`src/rtl/sdram_arb_pkg.sv`:
```
// Shared types and default frame geometry for the SDRAM frame arbiter.
package sdram_arb_pkg;

    typedef enum logic [2:0] {
        IDLE = 3'd0,
        ARB  = 3'd1,
        REQ  = 3'd2,
        XFER = 3'd3,
        UPD  = 3'd4
    } arb_state_e;

    typedef enum logic {
        REQ_WR = 1'b0,
        REQ_RD = 1'b1
    } req_id_e;

    localparam int unsigned DEF_BURST_LEN   = 256;
    localparam int unsigned DEF_FRAME_WORDS = 307200;
    localparam int unsigned DEF_BANK1_BASE  = 524288;

    typedef struct packed {
        arb_state_e state;
        logic       ready_bank;
        logic       frame_ok;
        logic       wr_pend;
        logic       rd_pend;
    } arb_dbg_t;

endpackage

```
`src/rtl/frame_addr_ctr.sv`:
```
// Per-side frame word counter: saturates at or wraps from FRAME_WORDS and
// reports the length of the next burst that still fits inside the frame.
module frame_addr_ctr #(
    parameter int unsigned ADDR_W      = 22,
    parameter int unsigned FRAME_WORDS = 307200,
    parameter int unsigned BURST_LEN   = 256,
    parameter bit          WRAP        = 1'b0
) (
    input  logic              clk_i,
    input  logic              rst_i,
    input  logic              clr_i,
    input  logic              adv_i,
    input  logic [ADDR_W-1:0] len_i,
    output logic [ADDR_W-1:0] addr_o,
    output logic [ADDR_W-1:0] rem_len_o
);

    localparam logic [ADDR_W-1:0] FRAME = ADDR_W'(FRAME_WORDS);
    localparam logic [ADDR_W-1:0] BURST = ADDR_W'(BURST_LEN);

    logic [ADDR_W-1:0] addr_q, addr_d;
    logic [ADDR_W-1:0] sum;
    logic [ADDR_W-1:0] left;

    always_comb begin
        sum    = addr_q + len_i;
        addr_d = addr_q;
        if (clr_i) begin
            addr_d = '0;
        end else if (adv_i) begin
            if (sum >= FRAME) addr_d = WRAP ? '0 : FRAME;
            else              addr_d = sum;
        end
    end

    always_ff @(posedge clk_i or posedge rst_i) begin
        if (rst_i) addr_q <= '0;
        else       addr_q <= addr_d;
    end

    assign left      = (addr_q >= FRAME) ? '0 : (FRAME - addr_q);
    assign rem_len_o = (left < BURST) ? left : BURST;
    assign addr_o    = addr_q;

endmodule

```
`src/rtl/sdram_frame_arbiter.sv`:
```
// Arbitrates the SDRAM between camera writes and VGA reads, issuing burst
// commands and ping-ponging two frame banks between the two sides.
module sdram_frame_arbiter
    import sdram_arb_pkg::*;
#(
    parameter int unsigned BURST_LEN   = DEF_BURST_LEN,
    parameter int unsigned FRAME_WORDS = DEF_FRAME_WORDS,
    parameter int unsigned ADDR_W      = 22,
    parameter int unsigned USEDW_W     = 10,
    parameter int unsigned RD_LOW_TH   = 256,
    parameter int unsigned BANK1_BASE  = DEF_BANK1_BASE
) (
    input  logic               CLOCK_50,
    input  logic               RESET,
    input  logic               init_done,
    input  logic [USEDW_W-1:0] wr_usedw,
    input  logic [USEDW_W-1:0] rd_usedw,
    input  logic               wr_frame_start,
    input  logic               rd_frame_start,
    output logic               cmd_req,
    input  logic               cmd_ack,
    output logic               cmd_wr,
    output logic [ADDR_W-1:0]  cmd_addr,
    output logic [8:0]         cmd_len,
    input  logic               cmd_done,
    output logic               rd_fifo_clr,
    output logic               wr_bank,
    output logic               rd_bank,
    output logic               busy,
    output arb_dbg_t           dbg
);

    localparam logic [ADDR_W-1:0]  FRAME   = ADDR_W'(FRAME_WORDS);
    localparam logic [ADDR_W-1:0]  BANK1   = ADDR_W'(BANK1_BASE);
    localparam logic [USEDW_W-1:0] RD_ROOM = USEDW_W'((1 << USEDW_W) - 1 - BURST_LEN);
    localparam logic [USEDW_W-1:0] RD_LOW  = USEDW_W'(RD_LOW_TH);

    arb_state_e        state_q, state_d;
    req_id_e           last_q, last_d;
    logic              wr_pend_q, wr_pend_d, rd_pend_q, rd_pend_d;
    logic              wr_bank_q, wr_bank_d, rd_bank_q, rd_bank_d;
    logic              ready_bank_q, ready_bank_d, frame_ok_q, frame_ok_d;
    logic              cmd_wr_q, cmd_wr_d;
    logic [ADDR_W-1:0] cmd_addr_q, cmd_addr_d;
    logic [8:0]        cmd_len_q, cmd_len_d;
    logic              rd_fifo_clr_q, rd_fifo_clr_d;

    logic              wr_clr, wr_adv, rd_clr, rd_adv;
    logic [ADDR_W-1:0] wr_addr, wr_len, rd_addr, rd_len;
    logic              wr_full, rd_ok, rd_urg, wr_ok, grant_valid, grant_wr;
    logic [ADDR_W-1:0] sel_len;

    frame_addr_ctr #(
        .ADDR_W(ADDR_W), .FRAME_WORDS(FRAME_WORDS), .BURST_LEN(BURST_LEN), .WRAP(1'b0)
    ) u_wr_ctr (
        .clk_i(CLOCK_50), .rst_i(RESET), .clr_i(wr_clr), .adv_i(wr_adv),
        .len_i(ADDR_W'(cmd_len_q)), .addr_o(wr_addr), .rem_len_o(wr_len)
    );

    frame_addr_ctr #(
        .ADDR_W(ADDR_W), .FRAME_WORDS(FRAME_WORDS), .BURST_LEN(BURST_LEN), .WRAP(1'b1)
    ) u_rd_ctr (
        .clk_i(CLOCK_50), .rst_i(RESET), .clr_i(rd_clr), .adv_i(rd_adv),
        .len_i(ADDR_W'(cmd_len_q)), .addr_o(rd_addr), .rem_len_o(rd_len)
    );

    // Urgent reads beat everything; otherwise a write/read tie goes to
    // whichever side did not win the previous grant.
    always_comb begin
        wr_full     = (wr_addr == FRAME);
        rd_ok       = (rd_usedw <= RD_ROOM);
        rd_urg      = rd_ok && (rd_usedw < RD_LOW);
        wr_ok       = !wr_full && (ADDR_W'(wr_usedw) >= wr_len);
        grant_valid = rd_ok || wr_ok;
        if (rd_urg)             grant_wr = 1'b0;
        else if (wr_ok && rd_ok) grant_wr = (last_q == REQ_RD);
        else                    grant_wr = wr_ok;
        sel_len = grant_wr ? wr_len : rd_len;
    end

    always_comb begin
        state_d       = state_q;
        last_d        = last_q;
        wr_pend_d     = wr_pend_q | wr_frame_start;
        rd_pend_d     = rd_pend_q | rd_frame_start;
        wr_bank_d     = wr_bank_q;
        rd_bank_d     = rd_bank_q;
        ready_bank_d  = ready_bank_q;
        frame_ok_d    = frame_ok_q;
        cmd_wr_d      = cmd_wr_q;
        cmd_addr_d    = cmd_addr_q;
        cmd_len_d     = cmd_len_q;
        rd_fifo_clr_d = 1'b0;
        wr_clr        = 1'b0;
        wr_adv        = 1'b0;
        rd_clr        = 1'b0;
        rd_adv        = 1'b0;
        case (state_q)
            IDLE: if (init_done) state_d = ARB;
            ARB: begin
                if (wr_pend_q || rd_pend_q) begin
                    // Write event first so a read event sees the new ready bank.
                    if (wr_pend_q) begin
                        wr_pend_d = wr_frame_start;
                        wr_clr    = 1'b1;
                        if (wr_full) begin
                            ready_bank_d = wr_bank_q;
                            wr_bank_d    = ~wr_bank_q;
                            frame_ok_d   = 1'b1;
                        end
                    end
                    if (rd_pend_q) begin
                        rd_pend_d     = rd_frame_start;
                        rd_clr        = 1'b1;
                        rd_fifo_clr_d = 1'b1;
                        rd_bank_d     = ready_bank_d;
                    end
                end else if (grant_valid) begin
                    state_d    = REQ;
                    last_d     = grant_wr ? REQ_WR : REQ_RD;
                    cmd_wr_d   = grant_wr;
                    cmd_len_d  = 9'(sel_len);
                    cmd_addr_d = grant_wr ? ((wr_bank_q ? BANK1 : '0) + wr_addr)
                                          : ((rd_bank_q ? BANK1 : '0) + rd_addr);
                end
            end
            // cmd_req is valid with cmd_wr/addr/len frozen from the first REQ cycle
            // until cmd_ack is sampled high on a rising edge (same-cycle ack allowed).
            REQ:  if (cmd_ack) state_d = XFER;
            XFER: if (cmd_done) state_d = UPD;
            UPD: begin
                wr_adv  = cmd_wr_q;
                rd_adv  = ~cmd_wr_q;
                state_d = ARB;
            end
            default: state_d = IDLE;
        endcase
    end

    always_ff @(posedge CLOCK_50 or posedge RESET) begin
        if (RESET) begin
            state_q       <= IDLE;
            last_q        <= REQ_RD;
            wr_pend_q     <= 1'b0;
            rd_pend_q     <= 1'b0;
            wr_bank_q     <= 1'b0;
            rd_bank_q     <= 1'b1;
            ready_bank_q  <= 1'b1;
            frame_ok_q    <= 1'b0;
            cmd_wr_q      <= 1'b0;
            cmd_addr_q    <= '0;
            cmd_len_q     <= '0;
            rd_fifo_clr_q <= 1'b0;
        end else begin
            state_q       <= state_d;
            last_q        <= last_d;
            wr_pend_q     <= wr_pend_d;
            rd_pend_q     <= rd_pend_d;
            wr_bank_q     <= wr_bank_d;
            rd_bank_q     <= rd_bank_d;
            ready_bank_q  <= ready_bank_d;
            frame_ok_q    <= frame_ok_d;
            cmd_wr_q      <= cmd_wr_d;
            cmd_addr_q    <= cmd_addr_d;
            cmd_len_q     <= cmd_len_d;
            rd_fifo_clr_q <= rd_fifo_clr_d;
        end
    end

    assign cmd_req     = (state_q == REQ);
    assign cmd_wr      = cmd_wr_q;
    assign cmd_addr    = cmd_addr_q;
    assign cmd_len     = cmd_len_q;
    assign rd_fifo_clr = rd_fifo_clr_q;
    assign wr_bank     = wr_bank_q;
    assign rd_bank     = rd_bank_q;
    assign busy        = (state_q != IDLE) && (state_q != ARB);

    always_comb begin
        dbg.state      = state_q;
        dbg.ready_bank = ready_bank_q;
        dbg.frame_ok   = frame_ok_q;
        dbg.wr_pend    = wr_pend_q;
        dbg.rd_pend    = rd_pend_q;
    end

endmodule

```
`config.mk`:
```
export PLATFORM = sky130hd
export DESIGN_NAME = sdram_frame_arbiter
export DESIGN_NICKNAME = d
export VERILOG_FILES = /design/src/rtl/sdram_arb_pkg.sv /design/src/rtl/frame_addr_ctr.sv /design/src/rtl/sdram_frame_arbiter.sv
export SDC_FILE = /design/constraint.sdc
export NUM_CORES = 1
export LEC_CHECK = 0
export ABC_AREA = 1
export CAP_MARGIN = 20
export CORE_UTILIZATION = 50
export CTS_BUF_LIST = sky130_fd_sc_hd__clkbuf_8
export DETAILED_ROUTE_END_ITERATION = 6
export GPL_TIMING_DRIVEN = 0
export PLACE_DENSITY = 0.8
export SLEW_MARGIN = 25
export SYNTH_ARGS = -nofsm -noshare
export SYNTH_HDL_FRONTEND = slang
export SYNTH_SLANG_ARGS = --single-unit
```
`constraint.sdc`:
```
create_clock -name CLOCK_50 -period 8.29 [get_ports CLOCK_50]
set_input_delay 1.658 -clock CLOCK_50 [delete_from_list [all_inputs] [get_ports CLOCK_50]]
set_output_delay 1.658 -clock CLOCK_50 [all_outputs]
set_load 0.02 [all_outputs]
```
==> results of run 1 <==
-- worst max-delay path: stages, from the launching register on --
cell and delay [ps]:
dfrtp_1 440, inv_1 160, ha_1 230, nand2_1 130, nor2_2 210, nand3_1 120, nand2_1 90, nand2_1 50
nand2_1 70, nand4_2 140, nor2_4 220, buf_6 160, nand2_1 60, ha_1 300, nand2_1 100, nor2_1 110
nand2_1 60, nand3_1 80, nand2_1 50, nand3_1 100, nand2_1 60, nand2_1 110, nand3_4 160, nor2_8 210
inv_2 110, buf_6 160, o211ai_1 180
-- synthesized netlist by cell type, types with 5 or more instances --
library cell / n / area share
nor2_2: 9 / 0.0078
nand2_2: 7 / 0.0061
xor2_1: 28 / 0.034
clkbuf_1: 5 / 0.0026
inv_2: 7 / 0.0036
xnor2_1: 16 / 0.019
nor2_1: 115 / 0.060
dfrtp_1: 84 / 0.29
nand3_1: 103 / 0.072
a21oi_1: 24 / 0.017
inv_1: 106 / 0.055
buf_2: 8 / 0.0056
o21ai_0: 20 / 0.014
nand4_1: 35 / 0.030
ha_1: 34 / 0.059
nor3_1: 10 / 0.0069
a22oi_1: 6 / 0.0063
o21bai_1: 6 / 0.0063
o211ai_1: 6 / 0.0063
buf_4: 15 / 0.016
buf_6: 7 / 0.011
nand2_1: 357 / 0.19
-- report_power, final --
group | switching [mW] | internal [mW]
logic | 0.239 | 0.129
registers | 0.0292 | 0.451
clock network | 0.171 | 0.140
-- area by class of cell --
cell class	count	area, µm²
Clock inverter	7	75.1
Buffer	35	250
Multi-Input combinational cell	827	4340
Clock buffer	9	124
Tap cell	180	225
Timing Repair Buffer	63	648
Fill cell	1303	5710
Sequential cell	87	2180
Inverter	116	440
-- state kept, by name, summed over array words and instances (netlist names), 3 cells and up --
register / count
cmd_addr: 22
cmd_len: 9
state_q: 3
u_rd_ctr.addr_o: 22
u_wr_ctr.addr_o: 22
-- worst max-delay path by stage --
stage	start	to	slack, ps	depth (start not counted)
floorplan	RESET	cmd_addr[0]	4390	1
global placement	RESET	u_wr_ctr.addr_o[13]	2910	2
detailed placement	wr_usedw[5]	cmd_addr[14]	4300	15
CTS	u_wr_ctr.addr_o[0]	cmd_addr[14]	4360	26
global route	u_wr_ctr.addr_o[0]	cmd_len[3]	3910	27
finish	u_wr_ctr.addr_o[0]	cmd_addr[14]	4340	26
-- logic make-up after synthesis --
logic type	Yosys count
DFF	87
buffers and inverters	151
muxes	1
xor gates and xnor gates	45
and+or+nand+nor	667
other	1
AOI/OAI and AO/OA	77
adders and majority gates	36
-- routing by layer --
| metal | global-route usage | routed length (µm) |
|---|---|---|
| met4 | 0.104 | 544 |
| met5 | 0 | 0 |
| met1 | 0.390 | 8990 |
| met2 | 0.484 | 9610 |
| met3 | 0.0398 | 1140 |
-- metrics by stage --
step	hold WS, ps	setup WS [ps]	area [µm²]	power [mW]
floorplan	441	4390	7200	0.714
global placement	458	2910	8050	0.842
detailed placement	472	4300	8080	0.852
CTS	494	4360	8280	1.16
global route	518	3910	8280	1.22
finish	486	4340	8280	1.16
==> flow_summary.ini, run 1 <==
[status]
status = completed

[synth]
netlist_instances = 1065
async_flop_share = 1.00
synth_edf_count = 0
synth-xor-area-share = 0.0558
avgSynthCellArea_um2 = 6.76
ys_seq_area_frac = 0.303
ys_types = 51
synth_top_family_by_area = simple AND/OR/NAND/NOR gates
ys_warn_count = 0
syn_area_mm2 = 0.00720
syn_nets = 1128
synthSimpleGateAreaFrac = 0.413
synth_fa_ha_area_frac = 0.0646
ys_ff_latch = 87
synthFlopType = dfrtp_1
synth-compound-area-share = 0.0664
synthMuxAreaShare = 0.00139

[cells_and_area]
final_cell_mix = nand2_1 (357), nor2_1 (115), inv_1 (106)
nNetsFinal = 1202
drive_gt1_frac = 0.0839
final_common_cell = nand2_1
antennaDiodeCount = 0
final_core_util = 0.592
synthToLayoutAreaGrowth_pct = 15.0
final_cells = 1324

[sta]
fmax_ghz = 0.253
drv_slew = 0
hold_viol = 0
maxSlewHeadroom = 0.464
timing.final.crit_share = 0.477
fin_crit_ps = 3950
final.setup_skew_ps = 12.2
rsz0062_at_grt = false
setup_tns_ps = 0
tightest_slew_ps = 794
setup_viol = 0

[floorplanning]
dieHeight_um = 122
die_w_um = 122
rows = 43
io_pins = 71
dieArea_mm2 = 0.0149
start_util = 0.515
core-area_mm2 = 0.0140

[cts]
clk_pin_slew_ps = 100
cts_setup_buffers = 0
htreeDepth = 3
ctsResizeCount = 0
root_buffer = clkbuf_8
cts_buffers = 9
cts_buffer_depth = 2
cts_hold_buf = 0
cts_tree = yes
cts_sinks = 87
clock_latency_ps = 380

[min_path]
hold_path_end = frame_ok_q
hp-start = frame_ok_q
min_path_type = reg2reg
hold_path_depth = 1

[global_routing]
antenna_found_initial = 0
grt_max_degree = 76
grt_pass1_vias = 6845
grt_overflow_total = 0
grt_usage = 0.293
grt_pass1_wl_um = 33800

[setup_path]
r2r_end = cmd_addr[14]
critPathKind = reg2reg
cp.required_ps = 8590
arrival_ps = 4250
end_kind = register
r2r_slack_ps = 4340
start_kind = register
rr_startpoint = u_wr_ctr.addr_o[0]
worstRegToRegCells = 26
crit_fanout = 10

[routing]
final_antenna_net_count = 0
first_pass_iters = 5
postRouteWirelength_um = 20300
drc = 0
wire_per_inst_um = 15.3
vias = 7212
first_iter_violations = 573
viasPerCell = 5.45

[flow_run]
cap_violations = 0

[place]
io_buffers = 62
dp.cells = 1308
gp_congestion = 0.946
hpwl_um = 15900

[power]
powerDensity_mw_per_mm2 = 140
total_leakage_power_nw = 4.34
ir_drop_mv = 0.106
(Power assumes the default switching activity.)
==> inputs of run 2 (changes only) <==
Settings changed: PLACE_DENSITY 0.8 to 0.83.
Clock period 8.29 ns to 3.3 ns, I/O delays scaled along.
==> run 2 against run 1 <==
Against the previous run:
- the run now ends with setup timing left
- critical path depth did not move
- highest routed layer unchanged
- critical endpoint is now cmd_len[4]
- register-to-register slack got worse by 4700 ps
- largest cell class unchanged
- utilization rose by 4.8 points
- first-iteration DRC count rose by 8.2%
- fmax rose by 7.7%
==> flow_summary.ini, run 2 (synthesized netlist as in run 1, its figures left out) <==
[routing]
postRouteWirelength_um = 22700
drc = 0
viasPerCell = 5.62
wire_per_inst_um = 16.7
final_antenna_net_count = 0
vias = 7630
first_pass_iters = 5
first_iter_violations = 620

[power]
pwr-share-clk = 0.260
power_frac_seq = 0.386
p_int_mw = 1.94
total_leakage_power_nw = 4.61
p_sw_frac = 0.382
switching_power_mw = 1.20
powerDensity_mw_per_mm2 = 350
p_comb_frac = 0.354
ir_drop_mv = 0.291

[sta]
finalWorstSetupSlack_ps = -371
rsz0062_at_grt = true
tightest_slew_ps = 571
final.setup_skew_ps = 15.7
fin_crit_ps = 3670
fmax_ghz = 0.272
setup_viol = 36
timing.final.crit_share = 1.11
setup_tns_ps = -9040
hold-worst-slack_ps = 491
maxSlewHeadroom = 0.619
hold_viol = 0
drv_slew = 0

[min_path]
hold_path_depth = 1
hp-start = frame_ok_q
min_path_type = reg2reg

[cells_and_area]
drive_gt1_frac = 0.177
multi_input_area_mm2 = 0.00469
final_cells = 1358
final_cell_mix = nand2_1 (335), nor2_1 (102), inv_1 (100)
nNetsFinal = 1236
final_common_cell = nand2_1
fill_cells = 1200
fin_area_mm2 = 0.00896
synthToLayoutAreaGrowth_pct = 24.4
regArea_mm2 = 0.00219
antennaDiodeCount = 0

[setup_path]
cp-startpoint = u_wr_ctr.addr_o[2]
arrival_ps = 4010
rr_startpoint = u_wr_ctr.addr_o[2]
start_kind = register
crit_slowest_cell = dfrtp_2
worstRegToRegCells = 26
critPathKind = reg2reg
cp.required_ps = 3640
crit_fanout = 7
path_common_cell = nand2_2
end_kind = register
slowest_delay_ps = 450

[cts]
cts_tree = yes
cts_buffers = 9
htreeDepth = 3
clk_pin_slew_ps = 90
cts_sinks = 87
clock_latency_ps = 390
root_buffer = clkbuf_8
cts_buffer_depth = 2

[place]
dp.cells = 1308
hpwl_um = 15900
placed_area_mm2 = 0.00809
gp_congestion = 0.968
io_buffers = 62

[floorplanning]
rows = 43
dieHeight_um = 122
core-area_mm2 = 0.0140
io_pins = 71
die_w_um = 122
dieArea_mm2 = 0.0149
start_util = 0.515

[global_routing]
grt_overflow_total = 0
antenna_found_initial = 0
grt_pass1_vias = 7380
grt_usage = 0.313
grt_pass1_wl_um = 35800
grt_max_degree = 73

[flow_run]
cap_violations = 0

[status]
status = finished with violations
violations = setup timing
==> run 2: path summary, 6_finish.rpt <==
| kind | endpoint | slack, ps |
|---|---|---|
| setup / recovery | cmd_len[4] | -370 |
| hold / removal | frame_ok_q | 490 |
| setup reg to reg | cmd_len[4] | -370 |
| hold reg to reg | frame_ok_q | 490 |
| max in group asynchronous | u_wr_ctr.addr_o[16] | 2110 |
| min in group asynchronous | u_rd_ctr.addr_o[9] | 550 |
==> run 2: repair_timing <==
action                     4_1_cts  5_1_grt
resized for setup               68       44
gates cloned                     0        1
hold buffers                     0        0
setup buffers                   30        3
pin swaps                       29       35
setup endpoints to repair       36       36
==> run 2: cell type report <==
class	count	share of cell area
plain buffers	35	0.0317
clock buffers	11	0.0169
clock inverters	5	0.00657
inverters	116	0.0495
multi-input cells	827	0.523
flip-flops and latches	87	0.245
well taps	180	0.0251
repair buffers	97	0.102
==> run 2: per-stage QoR <==
stage,setup WS [ps],power (mW),util
after floorplan,18.9,1.80,-
after detailed placement,-521,2.14,0.578
final,-371,3.14,0.640
after global placement,-1100,2.12,0.576
after CTS,4.11,3.03,0.626
after global routing,-538,3.27,0.640
==> run 2: layer usage <==
metal,vias up,share of wire,track usage
li1,3646,-,-
met1,3575,0.40,0.386
met2,315,0.48,0.530
met3,94,0.063,0.0407
met4,0,0.051,0.166
met5,-,0,0
==> run 2: worst max-delay path, delay by kind of cell, from the launching register on <==
kind / cells / cell delay [ps]
flip-flops: 1 / 450
AND/OR/NAND/NOR: 21 / 2390
buffers and inverters: 4 / 500
adder cells (fa/ha/maj): 1 / 270
==> run 2: power by group through the flow <==
stage	sequential [mW]	combinational (mW)	clock, mW
CTS	1.20	1.01	0.817
global route	1.22	1.19	0.861
finish	1.21	1.11	0.815
detailed placement	1.23	0.908	0
global placement	1.23	0.893	0
floorplan	1.26	0.538	0
